File: src/rtl/fetch_stage_if.sv
// Fetch-stage bundle: ID-stage control/targets, instruction memory port and IF/ID buffer outputs.
// The master side is the surrounding pipeline or memory; the slave side is fetch_stage.
interface fetch_stage_if #(
  parameter int PC_W    = 16,
  parameter int INSTR_W = 16
);
  logic               stall;
  logic               killF;
  logic [1:0]         PCSrc;
  logic               PCsrcJType;
  logic               RRSrc;
  logic [PC_W-1:0]    branchTarget;
  logic [PC_W-1:0]    forTarget;
  logic [PC_W-1:0]    jumpTarget;
  logic [PC_W-1:0]    retAddr;
  logic [PC_W-1:0]    imem_addr;
  logic [INSTR_W-1:0] imem_rdata;
  logic [INSTR_W-1:0] IDInstr;
  logic [PC_W-1:0]    IDPC;
  logic [PC_W-1:0]    IDPCPlus1;
  logic               IDValid;
  logic               ras_err;

  modport master (
    output stall, killF, PCSrc, PCsrcJType, RRSrc,
    output branchTarget, forTarget, jumpTarget, retAddr,
    output imem_rdata,
    input  imem_addr, IDInstr, IDPC, IDPCPlus1, IDValid, ras_err
  );

  modport slave (
    input  stall, killF, PCSrc, PCsrcJType, RRSrc,
    input  branchTarget, forTarget, jumpTarget, retAddr,
    input  imem_rdata,
    output imem_addr, IDInstr, IDPC, IDPCPlus1, IDValid, ras_err
  );
endinterface

File: src/rtl/fetch_stage.sv
// Instruction fetch stage: PC register, next-PC selection and IF/ID pipeline buffer.
// Define FETCH_STAGE_RAS_EN to add an internal circular return-address stack.
module fetch_stage #(
  parameter int                  PC_W      = 16,
  parameter int                  INSTR_W   = 16,
  parameter logic [PC_W-1:0]     RESET_PC  = 16'h0000,
  parameter logic [INSTR_W-1:0]  NOP_INSTR = 16'hF000,
  parameter int                  RAS_DEPTH = 4
) (
  input  logic       clk,
  input  logic       reset,
  fetch_stage_if.slave bus
);

  localparam logic [1:0] SRC_SEQ    = 2'b00;
  localparam logic [1:0] SRC_BRANCH = 2'b01;
  localparam logic [1:0] SRC_FOR    = 2'b10;
  localparam logic [1:0] SRC_JTYPE  = 2'b11;

  logic [PC_W-1:0]    pc_r;
  logic [PC_W-1:0]    pc_plus1_s;
  logic [PC_W-1:0]    ret_addr_s;
  logic [PC_W-1:0]    next_pc_s;
  logic [INSTR_W-1:0] id_instr_r;
  logic [PC_W-1:0]    id_pc_r;
  logic [PC_W-1:0]    id_pc_plus1_r;
  logic               id_valid_r;

  assign pc_plus1_s = pc_r + {{(PC_W-1){1'b0}}, 1'b1};

`ifdef FETCH_STAGE_RAS_EN
  localparam int PTR_W = (RAS_DEPTH > 1) ? $clog2(RAS_DEPTH) : 1;
  localparam int CNT_W = $clog2(RAS_DEPTH + 1);

  logic [PC_W-1:0]  ras_mem_r [RAS_DEPTH];
  logic [PTR_W-1:0] sp_r;
  logic [PTR_W-1:0] sp_next_s;
  logic [PTR_W-1:0] sp_inc_s;
  logic [PTR_W-1:0] sp_dec_s;
  logic [CNT_W-1:0] cnt_r;
  logic [CNT_W-1:0] cnt_next_s;
  logic             ras_empty_s;
  logic             ras_full_s;
  logic             do_push_s;
  logic             do_pop_s;
  logic             wr_en_s;
  logic [PTR_W-1:0] wr_idx_s;
  logic             err_next_s;
  logic             ras_err_r;

  assign do_push_s = !bus.stall && bus.RRSrc;
  assign do_pop_s  = !bus.stall && (bus.PCSrc == SRC_JTYPE) && bus.PCsrcJType;

  // sp_r points at the next free slot; a full push overwrites the oldest entry in place.
  always_comb begin
    sp_inc_s    = (sp_r == PTR_W'(RAS_DEPTH - 1)) ? {PTR_W{1'b0}} : sp_r + PTR_W'(1);
    sp_dec_s    = (sp_r == {PTR_W{1'b0}}) ? PTR_W'(RAS_DEPTH - 1) : sp_r - PTR_W'(1);
    ras_empty_s = (cnt_r == {CNT_W{1'b0}});
    ras_full_s  = (cnt_r == CNT_W'(RAS_DEPTH));
    ret_addr_s  = ras_empty_s ? RESET_PC : ras_mem_r[sp_dec_s];
    sp_next_s   = sp_r;
    cnt_next_s  = cnt_r;
    wr_en_s     = 1'b0;
    wr_idx_s    = sp_r;
    err_next_s  = 1'b0;
    if (do_pop_s && do_push_s) begin
      if (ras_empty_s) begin
        err_next_s = 1'b1;
        wr_en_s    = 1'b1;
        wr_idx_s   = sp_r;
        sp_next_s  = sp_inc_s;
        cnt_next_s = cnt_r + CNT_W'(1);
      end else begin
        wr_en_s  = 1'b1;
        wr_idx_s = sp_dec_s;
      end
    end else if (do_pop_s) begin
      if (ras_empty_s) begin
        err_next_s = 1'b1;
      end else begin
        sp_next_s  = sp_dec_s;
        cnt_next_s = cnt_r - CNT_W'(1);
      end
    end else if (do_push_s) begin
      wr_en_s   = 1'b1;
      wr_idx_s  = sp_r;
      sp_next_s = sp_inc_s;
      if (ras_full_s) begin
        err_next_s = 1'b1;
      end else begin
        cnt_next_s = cnt_r + CNT_W'(1);
      end
    end else begin
      wr_en_s = 1'b0;
    end
  end

  // Return-address stack storage, pointer, occupancy and error pulse.
  always_ff @(posedge clk or posedge reset) begin
    if (reset) begin
      for (int i = 0; i < RAS_DEPTH; i++) begin
        ras_mem_r[i] <= {PC_W{1'b0}};
      end
      sp_r      <= {PTR_W{1'b0}};
      cnt_r     <= {CNT_W{1'b0}};
      ras_err_r <= 1'b0;
    end else begin
      if (wr_en_s) begin
        ras_mem_r[wr_idx_s] <= id_pc_plus1_r;
      end
      sp_r      <= sp_next_s;
      cnt_r     <= cnt_next_s;
      ras_err_r <= err_next_s;
    end
  end

  assign bus.ras_err = ras_err_r;
`else
  assign ret_addr_s  = bus.retAddr;
  assign bus.ras_err = 1'b0;
`endif

  // Next-PC selection.
  always_comb begin
    next_pc_s = pc_plus1_s;
    case (bus.PCSrc)
      SRC_SEQ:    next_pc_s = pc_plus1_s;
      SRC_BRANCH: next_pc_s = bus.branchTarget;
      SRC_FOR:    next_pc_s = bus.forTarget;
      SRC_JTYPE:  next_pc_s = bus.PCsrcJType ? ret_addr_s : bus.jumpTarget;
      default:    next_pc_s = pc_plus1_s;
    endcase
  end

  // PC and IF/ID buffer; stall freezes both, kill inserts a bubble but keeps the old PC tags.
  always_ff @(posedge clk or posedge reset) begin
    if (reset) begin
      pc_r          <= RESET_PC;
      id_instr_r    <= NOP_INSTR;
      id_pc_r       <= {PC_W{1'b0}};
      id_pc_plus1_r <= {PC_W{1'b0}};
      id_valid_r    <= 1'b0;
    end else if (!bus.stall) begin
      pc_r <= next_pc_s;
      if (bus.killF) begin
        id_instr_r <= NOP_INSTR;
        id_valid_r <= 1'b0;
      end else begin
        id_instr_r    <= bus.imem_rdata;
        id_pc_r       <= pc_r;
        id_pc_plus1_r <= pc_plus1_s;
        id_valid_r    <= 1'b1;
      end
    end
  end

  assign bus.imem_addr = pc_r;
  assign bus.IDInstr   = id_instr_r;
  assign bus.IDPC      = id_pc_r;
  assign bus.IDPCPlus1 = id_pc_plus1_r;
  assign bus.IDValid   = id_valid_r;

endmodule

File: src/flat_wrapper.sv
// flat-port wrapper written by rule: the top's interface ports become plain ports
module fetch_stage_flat 
#(
  parameter int                  PC_W      = 16,
  parameter int                  INSTR_W   = 16,
  parameter logic [PC_W-1:0]     RESET_PC  = 16'h0000,
  parameter logic [INSTR_W-1:0]  NOP_INSTR = 16'hF000,
  parameter int                  RAS_DEPTH = 4
)
  (clk, reset, bus_stall, bus_killF, bus_PCSrc, bus_PCsrcJType, bus_RRSrc, bus_branchTarget, bus_forTarget, bus_jumpTarget, bus_retAddr, bus_imem_rdata, bus_imem_addr, bus_IDInstr, bus_IDPC, bus_IDPCPlus1, bus_IDValid, bus_ras_err);
  fetch_stage_if #(.PC_W(PC_W), .INSTR_W(INSTR_W)) bus_i ();
  input  logic clk;
  input  logic reset;
  input wire logic [$bits(bus_i.stall)-1:0] bus_stall;
  input wire logic [$bits(bus_i.killF)-1:0] bus_killF;
  input wire logic [$bits(bus_i.PCSrc)-1:0] bus_PCSrc;
  input wire logic [$bits(bus_i.PCsrcJType)-1:0] bus_PCsrcJType;
  input wire logic [$bits(bus_i.RRSrc)-1:0] bus_RRSrc;
  input wire logic [$bits(bus_i.branchTarget)-1:0] bus_branchTarget;
  input wire logic [$bits(bus_i.forTarget)-1:0] bus_forTarget;
  input wire logic [$bits(bus_i.jumpTarget)-1:0] bus_jumpTarget;
  input wire logic [$bits(bus_i.retAddr)-1:0] bus_retAddr;
  input wire logic [$bits(bus_i.imem_rdata)-1:0] bus_imem_rdata;
  output wire logic [$bits(bus_i.imem_addr)-1:0] bus_imem_addr;
  output wire logic [$bits(bus_i.IDInstr)-1:0] bus_IDInstr;
  output wire logic [$bits(bus_i.IDPC)-1:0] bus_IDPC;
  output wire logic [$bits(bus_i.IDPCPlus1)-1:0] bus_IDPCPlus1;
  output wire logic [$bits(bus_i.IDValid)-1:0] bus_IDValid;
  output wire logic [$bits(bus_i.ras_err)-1:0] bus_ras_err;
  assign bus_i.stall = bus_stall;
  assign bus_i.killF = bus_killF;
  assign bus_i.PCSrc = bus_PCSrc;
  assign bus_i.PCsrcJType = bus_PCsrcJType;
  assign bus_i.RRSrc = bus_RRSrc;
  assign bus_i.branchTarget = bus_branchTarget;
  assign bus_i.forTarget = bus_forTarget;
  assign bus_i.jumpTarget = bus_jumpTarget;
  assign bus_i.retAddr = bus_retAddr;
  assign bus_i.imem_rdata = bus_imem_rdata;
  assign bus_imem_addr = bus_i.imem_addr;
  assign bus_IDInstr = bus_i.IDInstr;
  assign bus_IDPC = bus_i.IDPC;
  assign bus_IDPCPlus1 = bus_i.IDPCPlus1;
  assign bus_IDValid = bus_i.IDValid;
  assign bus_ras_err = bus_i.ras_err;
  fetch_stage #(.PC_W(PC_W), .INSTR_W(INSTR_W), .RESET_PC(RESET_PC), .NOP_INSTR(NOP_INSTR), .RAS_DEPTH(RAS_DEPTH)) u_core (.clk(clk), .reset(reset), .bus(bus_i));
endmodule
File: config.mk
export PLATFORM = sky130hd
export DESIGN_NAME = fetch_stage_flat
export DESIGN_NICKNAME = d
export VERILOG_FILES = /design/src/rtl/fetch_stage_if.sv /design/src/rtl/fetch_stage.sv /design/src/flat_wrapper.sv
export SDC_FILE = /design/constraint.sdc
export NUM_CORES = 1
export LEC_CHECK = 0
export ABC_AREA = 1
export BUFFER_PORTS_ARGS = -buffer_cell sky130_fd_sc_hd__buf_2
export CORE_MARGIN = 4
export CORE_UTILIZATION = 35
export CTS_CLUSTER_DIAMETER = 100
export DETAILED_ROUTE_END_ITERATION = 6
export GPL_TIMING_DRIVEN = 0
export HOLD_SLACK_MARGIN = 0.1
export PLACE_DENSITY = 0.61
export SYNTH_ARGS = -nofsm -noshare
export SYNTH_HDL_FRONTEND = slang
export SYNTH_SLANG_ARGS = --single-unit
File: constraint.sdc
create_clock -name clk -period 2.5 [get_ports clk]
set_input_delay 0.125 -clock clk [delete_from_list [all_inputs] [get_ports clk]]
set_output_delay 0.125 -clock clk [all_outputs]
set_load 0.03 [all_outputs]
### Word level (Yosys, flattened, before mapping)

Cells that the tools add are included.
Widths: inputs -> output; s select.

| storage, ports and cells | value |
|---|---|
| register bits after elaboration | 65 |
| input bits | 88 |
| output and inout bits | 66 |
| logic and storage cells | 17 |

| cells by class | value |
|---|---|
| add/subtract/negate cells | 1 |
| equality and inequality tests | 3 |
| muxes and demuxes | 4 |
| bitwise logic cells | 2 |
| reduce and logical (&&, ||, !) cells | 2 |

Operator list:

| operator | count |
|---|---|
| $pmux 16 s4 | 1 |
| $mux 16 | 2 |
| $add 16x1->16 const B | 1 |
| $eq 2x2->1 const B | 2 |
| $eq 2x1->1 const B | 1 |
| $logic_not 2->1 | 1 |
| $not 1->1 | 2 |
| $reduce_and 2->1 | 1 |
| $mux 1 | 1 |

### Logic depth before layout (Yosys ltp)

| depth | value |
|---|---|
| depth in word-level cells | 2 |
| mapped depth | 9 |
| mapped depth without buffers | 9 |

### Worst setup path before layout

No wires, ideal clock.

| path | value |
|---|---|
| path kind | register to register |
| start | reg u_core.pc_r[1] (netlist: u_core.bus.imem_addr[1]) |
| end | reg u_core.pc_r[6] (netlist: u_core.bus.imem_addr[6]) |
| library setup time | 0.135 ns |
| data arrival time | 1.444 ns |
| required time | 2.365 ns |
| path slack | 0.921 ns |
| stages on the path, launching flop included | 8 |
| buffers on the path | 0 |
| period minus slack after synthesis | 1.579 ns |
| path through | dfrtp_1 -> ha_1 -> nand3_1 -> nor2_1 -> xor2_1 -> nand2_1 -> nand2_1 -> o21ai_0 |

| between the ends | value |
|---|---|
| cells in the longest elaborated chain, start to end | 2 |

RTL lines:

| what | RTL line | text |
|---|---|---|
| start, declared | fetch_stage.sv:20 | `logic [PC_W-1:0] pc_r;` |
| start signal, assigned | fetch_stage.sv:144 | `pc_r <= next_pc_s;` |
| $add 16x1->16 | fetch_stage.sv:29 | `assign pc_plus1_s = pc_r + {{(PC_W-1){1'b0}}, 1'b1};` |
| $pmux 16 s4 | fetch_stage.sv:126 | `case (bus.PCSrc)` |

Every way passes these cells.
A chain may end at the register's enable or synchronous reset.

### Worst setup path after layout

| path | value |
|---|---|
| start | reg u_core.pc_r[0] (netlist: u_core.bus.imem_addr[0]) |
| end | reg u_core.pc_r[6] (netlist: u_core.bus.imem_addr[6]) |

Same word-level chain as after synthesis.

==> flow_metrics.tcl <==
set metrics [dict create \
    status "finished clean" \
    r2r-end "u_core.bus.imem_addr[6]" \
    layout.nets 701 \
    die_area_um2 11200 \
    cpMaxStageDelayCell "dfrtp_1" \
    clockRootBuffer "clkbuf_8" \
    syn2layout_area_growth_pct 39.2 \
    required_ns 2.70 \
    grt_pass1_vias 3649 \
    placementRows 35 \
    cellLeakagePower_nw 2.47 \
    clock.fmax_mhz 588 \
    cts-resized-gates 0 \
    hold_path_end "u_core.bus.imem_addr[1]" \
    critPathCaptureType "flop" \
    diodes 0 \
    swShare 0.357 \
    ys_seq_area_frac 0.488 \
    cts.clk_slew.worst_paths_ns 0.07 \
    fin_cells 746 \
    p_seq_frac 0.405 \
    finalCritPeriodShare 0.680 \
    slew_viol_final 0 \
    p_sw_w 0.00116 \
    min_path_cells 5 \
    yosysMostFrequentCell "nand2_1" \
    min-delay-start "bus_branchTarget[1]" \
    gp_congestion 0.877 \
    cts_buffer_depth 2 \
    wl_per_cell_um 14.8 \
    fp.dieW_um 106 \
    synthesis.area_um2 3350 \
    drv_cap 0 \
    power.share.clock 0.304 \
    ir_worst_vdd_mv 0.251 \
    io_pins 154 \
    ys.flop_type "dfrtp_1" \
    r2r-start "u_core.bus.imem_addr[0]" \
    final_hold_viol_count 0 \
    grt_pass1_wl_um 17900 \
    cts_tree "done" \
    cp-start-kind "flop" \
    yosys-top-cells-area "dfrtp_1, nand2_1, o21ai_0" \
    num_vias 3581 \
    internal_power_w 0.00209 \
    drtAntennaViolNets 0 \
    p_per_area_nw_per_um2 696 \
    die_h_um 106 \
    fin_skew_ns 0.00836 \
    hp-class "in2reg" \
    wirelength_um 11100 \
    dp.cells 713 \
    timing.slew.headroom 0.645 \
    crit_arrival_ns 1.90 \
    synth_seq_cells 65 \
    clk_latency_ns 0.34 \
    grt_max_degree 42 \
    synth_area_leader_cell "dfrtp_1" \
    grt_setup_unrepaired "false" \
    coreArea_um2 9280 \
    path_cells "ha_1 -> nand3_1 -> nor2_1 -> xor2_1 -> nand2_1 -> nand2_1 -> o21ai_0" \
    viasPerCell 4.80 \
    finalSetupViolCount 0 \
    drc_errors 0 \
    track_usage 0.200 \
    combPwrFrac 0.291 \
    dp_hpwl_um 8760 \
    io_buffers 148 \
    slowest_delay_ns 0.47 \
    synth_nets 524 \
    tns_ns 0 \
    synth_edf_count 0 \
    p_total_w 0.00324 \
    antenna_found_initial 0 \
    syn_area_per_cell_um2 7.69 \
    overflow 0 \
    path_max_fanout 6 \
    r2r_cells 7 \
    clock-sinks 65 \
    synth_common_cells "nand2_1, dfrtp_1, o21ai_0" \
    cts_setup_buffers 0 \
    drt-initial-drc-count 206 \
    cts_buffers 9 \
    synth_warnings 0 \
    synth_cell_types 26 \
    initial_core_util 0.360 \
    htreeDepth 3 \
    r2r_setup_slack_ns 0.80 \
    async_reset_ff_frac 1.00 \
    synth_top_area_frac 0.456 \
    worst_pin_slew_ns 0.532 \
    drive_above_1_share 0.310 \
    first_pass_iters 4 \
    path_common_cell "nand2_1" \
    path_class "reg2reg" \
    fin_crit_ns 1.70 \
    netlist_instances 435 \
]
## how the worst max path moves through the flow
stage / end / depth (start not counted) / start / slack [ns]
after floorplan: u_core.bus.IDInstr[0] / 1 / reset / 0.76
after global placement: u_core.bus.IDValid / 2 / reset / -0.03
after detailed placement: u_core.bus.imem_addr[6] / 7 / u_core.bus.imem_addr[0] / 0.84
after CTS: u_core.bus.imem_addr[6] / 7 / u_core.bus.imem_addr[0] / 0.80
after global routing: u_core.bus.imem_addr[6] / 7 / u_core.bus.imem_addr[0] / 0.64
final: u_core.bus.imem_addr[6] / 7 / u_core.bus.imem_addr[0] / 0.80
## critical path: cells and delay by family (launching register included)
kind / cells / cell delay [ns]
adders and majority gates: 1 / 0.23
and+or+nand+nor: 4 / 0.54
DFF: 1 / 0.47
AOI/OAI and AO/OA: 1 / 0.08
xor gates and xnor gates: 1 / 0.25
## area by class of cell
| class | instances | area, um2 |
|---|---|---|
| fillers | 992 | 4630 |
| flip-flops and latches | 65 | 1630 |
| multi-input cells | 318 | 1490 |
| repair buffers | 166 | 931 |
| well taps | 129 | 161 |
| clock buffers | 11 | 141 |
| inverters | 31 | 116 |
| plain buffers | 21 | 105 |
| clock inverters | 5 | 78.8 |
## through the flow
stage | setup WS [ns] | hold slack, ns | instance area [um2] | util
detailed placement | 0.842 | 0.204 | 4270 | 0.460
CTS | 0.800 | 0.113 | 4660 | 0.502
global placement | -0.0332 | 0.344 | 4250 | 0.458
global route | 0.642 | 0.143 | 4660 | 0.502
floorplan | 0.755 | 0.258 | 3350 | -
finish | 0.801 | 0.121 | 4660 | 0.502
## routing by layer
metal	GRT usage	wire length, um	share of wire	vias to the layer above
li1	-	-	-	1780
met1	0.254	4910	0.44	1638
met2	0.340	5160	0.47	149
met3	0.0484	830	0.075	14
met4	0.0564	161	0.015	0
met5	0	0	0	-
## layout by cell type, fill, tap and decap left out, drive strengths merged
cell / instances
o21ai: 58
dlygate4sd3: 17
and2: 3
inv: 31
dfrtp: 61
o22a: 4
nand4: 5
a21oi: 19
xor2: 4
nand2: 129
bufinv: 2
conb: 1
dfstp: 4
nand3: 22
a31oi: 6
a22o: 12
nor2: 52
o211ai: 2
buf: 164
ha: 1
clkbuf: 17
clkinv: 3
## power by group through the flow
stage | sequential (W) | clock, W | combinational [W]
4_1_cts | 0.00131 | 0.00101 | 0.000952
3_5_place_dp | 0.00133 | 0 | 0.000928
5_1_grt | 0.00134 | 0.00105 | 0.00103
2_1_floorplan | 0.00161 | 0 | 0.000302
3_3_place_gp | 0.00133 | 0 | 0.000910
6_report | 0.00131 | 0.000986 | 0.000943
## what timing repair did
action | in CTS | in global routing
hold buffers | 17 | 0
endpoints found under the hold margin | 40 | 0
endpoints found under the setup margin | 0 | 0
## logic make-up after synthesis
logic type / Yosys count / share of synthesized area
and+or+nand+nor: 211 / 0.258
AOI/OAI and AO/OA: 101 / 0.173
DFF: 65 / 0.488
buffers and inverters: 52 / 0.0662
xor gates and xnor gates: 4 / 0.0105
adders and majority gates: 1 / 0.00374
other: 1 / 0.00112
## state kept, by name, summed over array words and instances, names as in the netlist
name and count:
u_core.bus.IDPCPlus1 16, u_core.bus.IDInstr 16, u_core.bus.IDPC 16, u_core.bus.imem_addr 16, u_core.bus.IDValid 1
No activity file was read; power rests on OpenSTA's default activity.
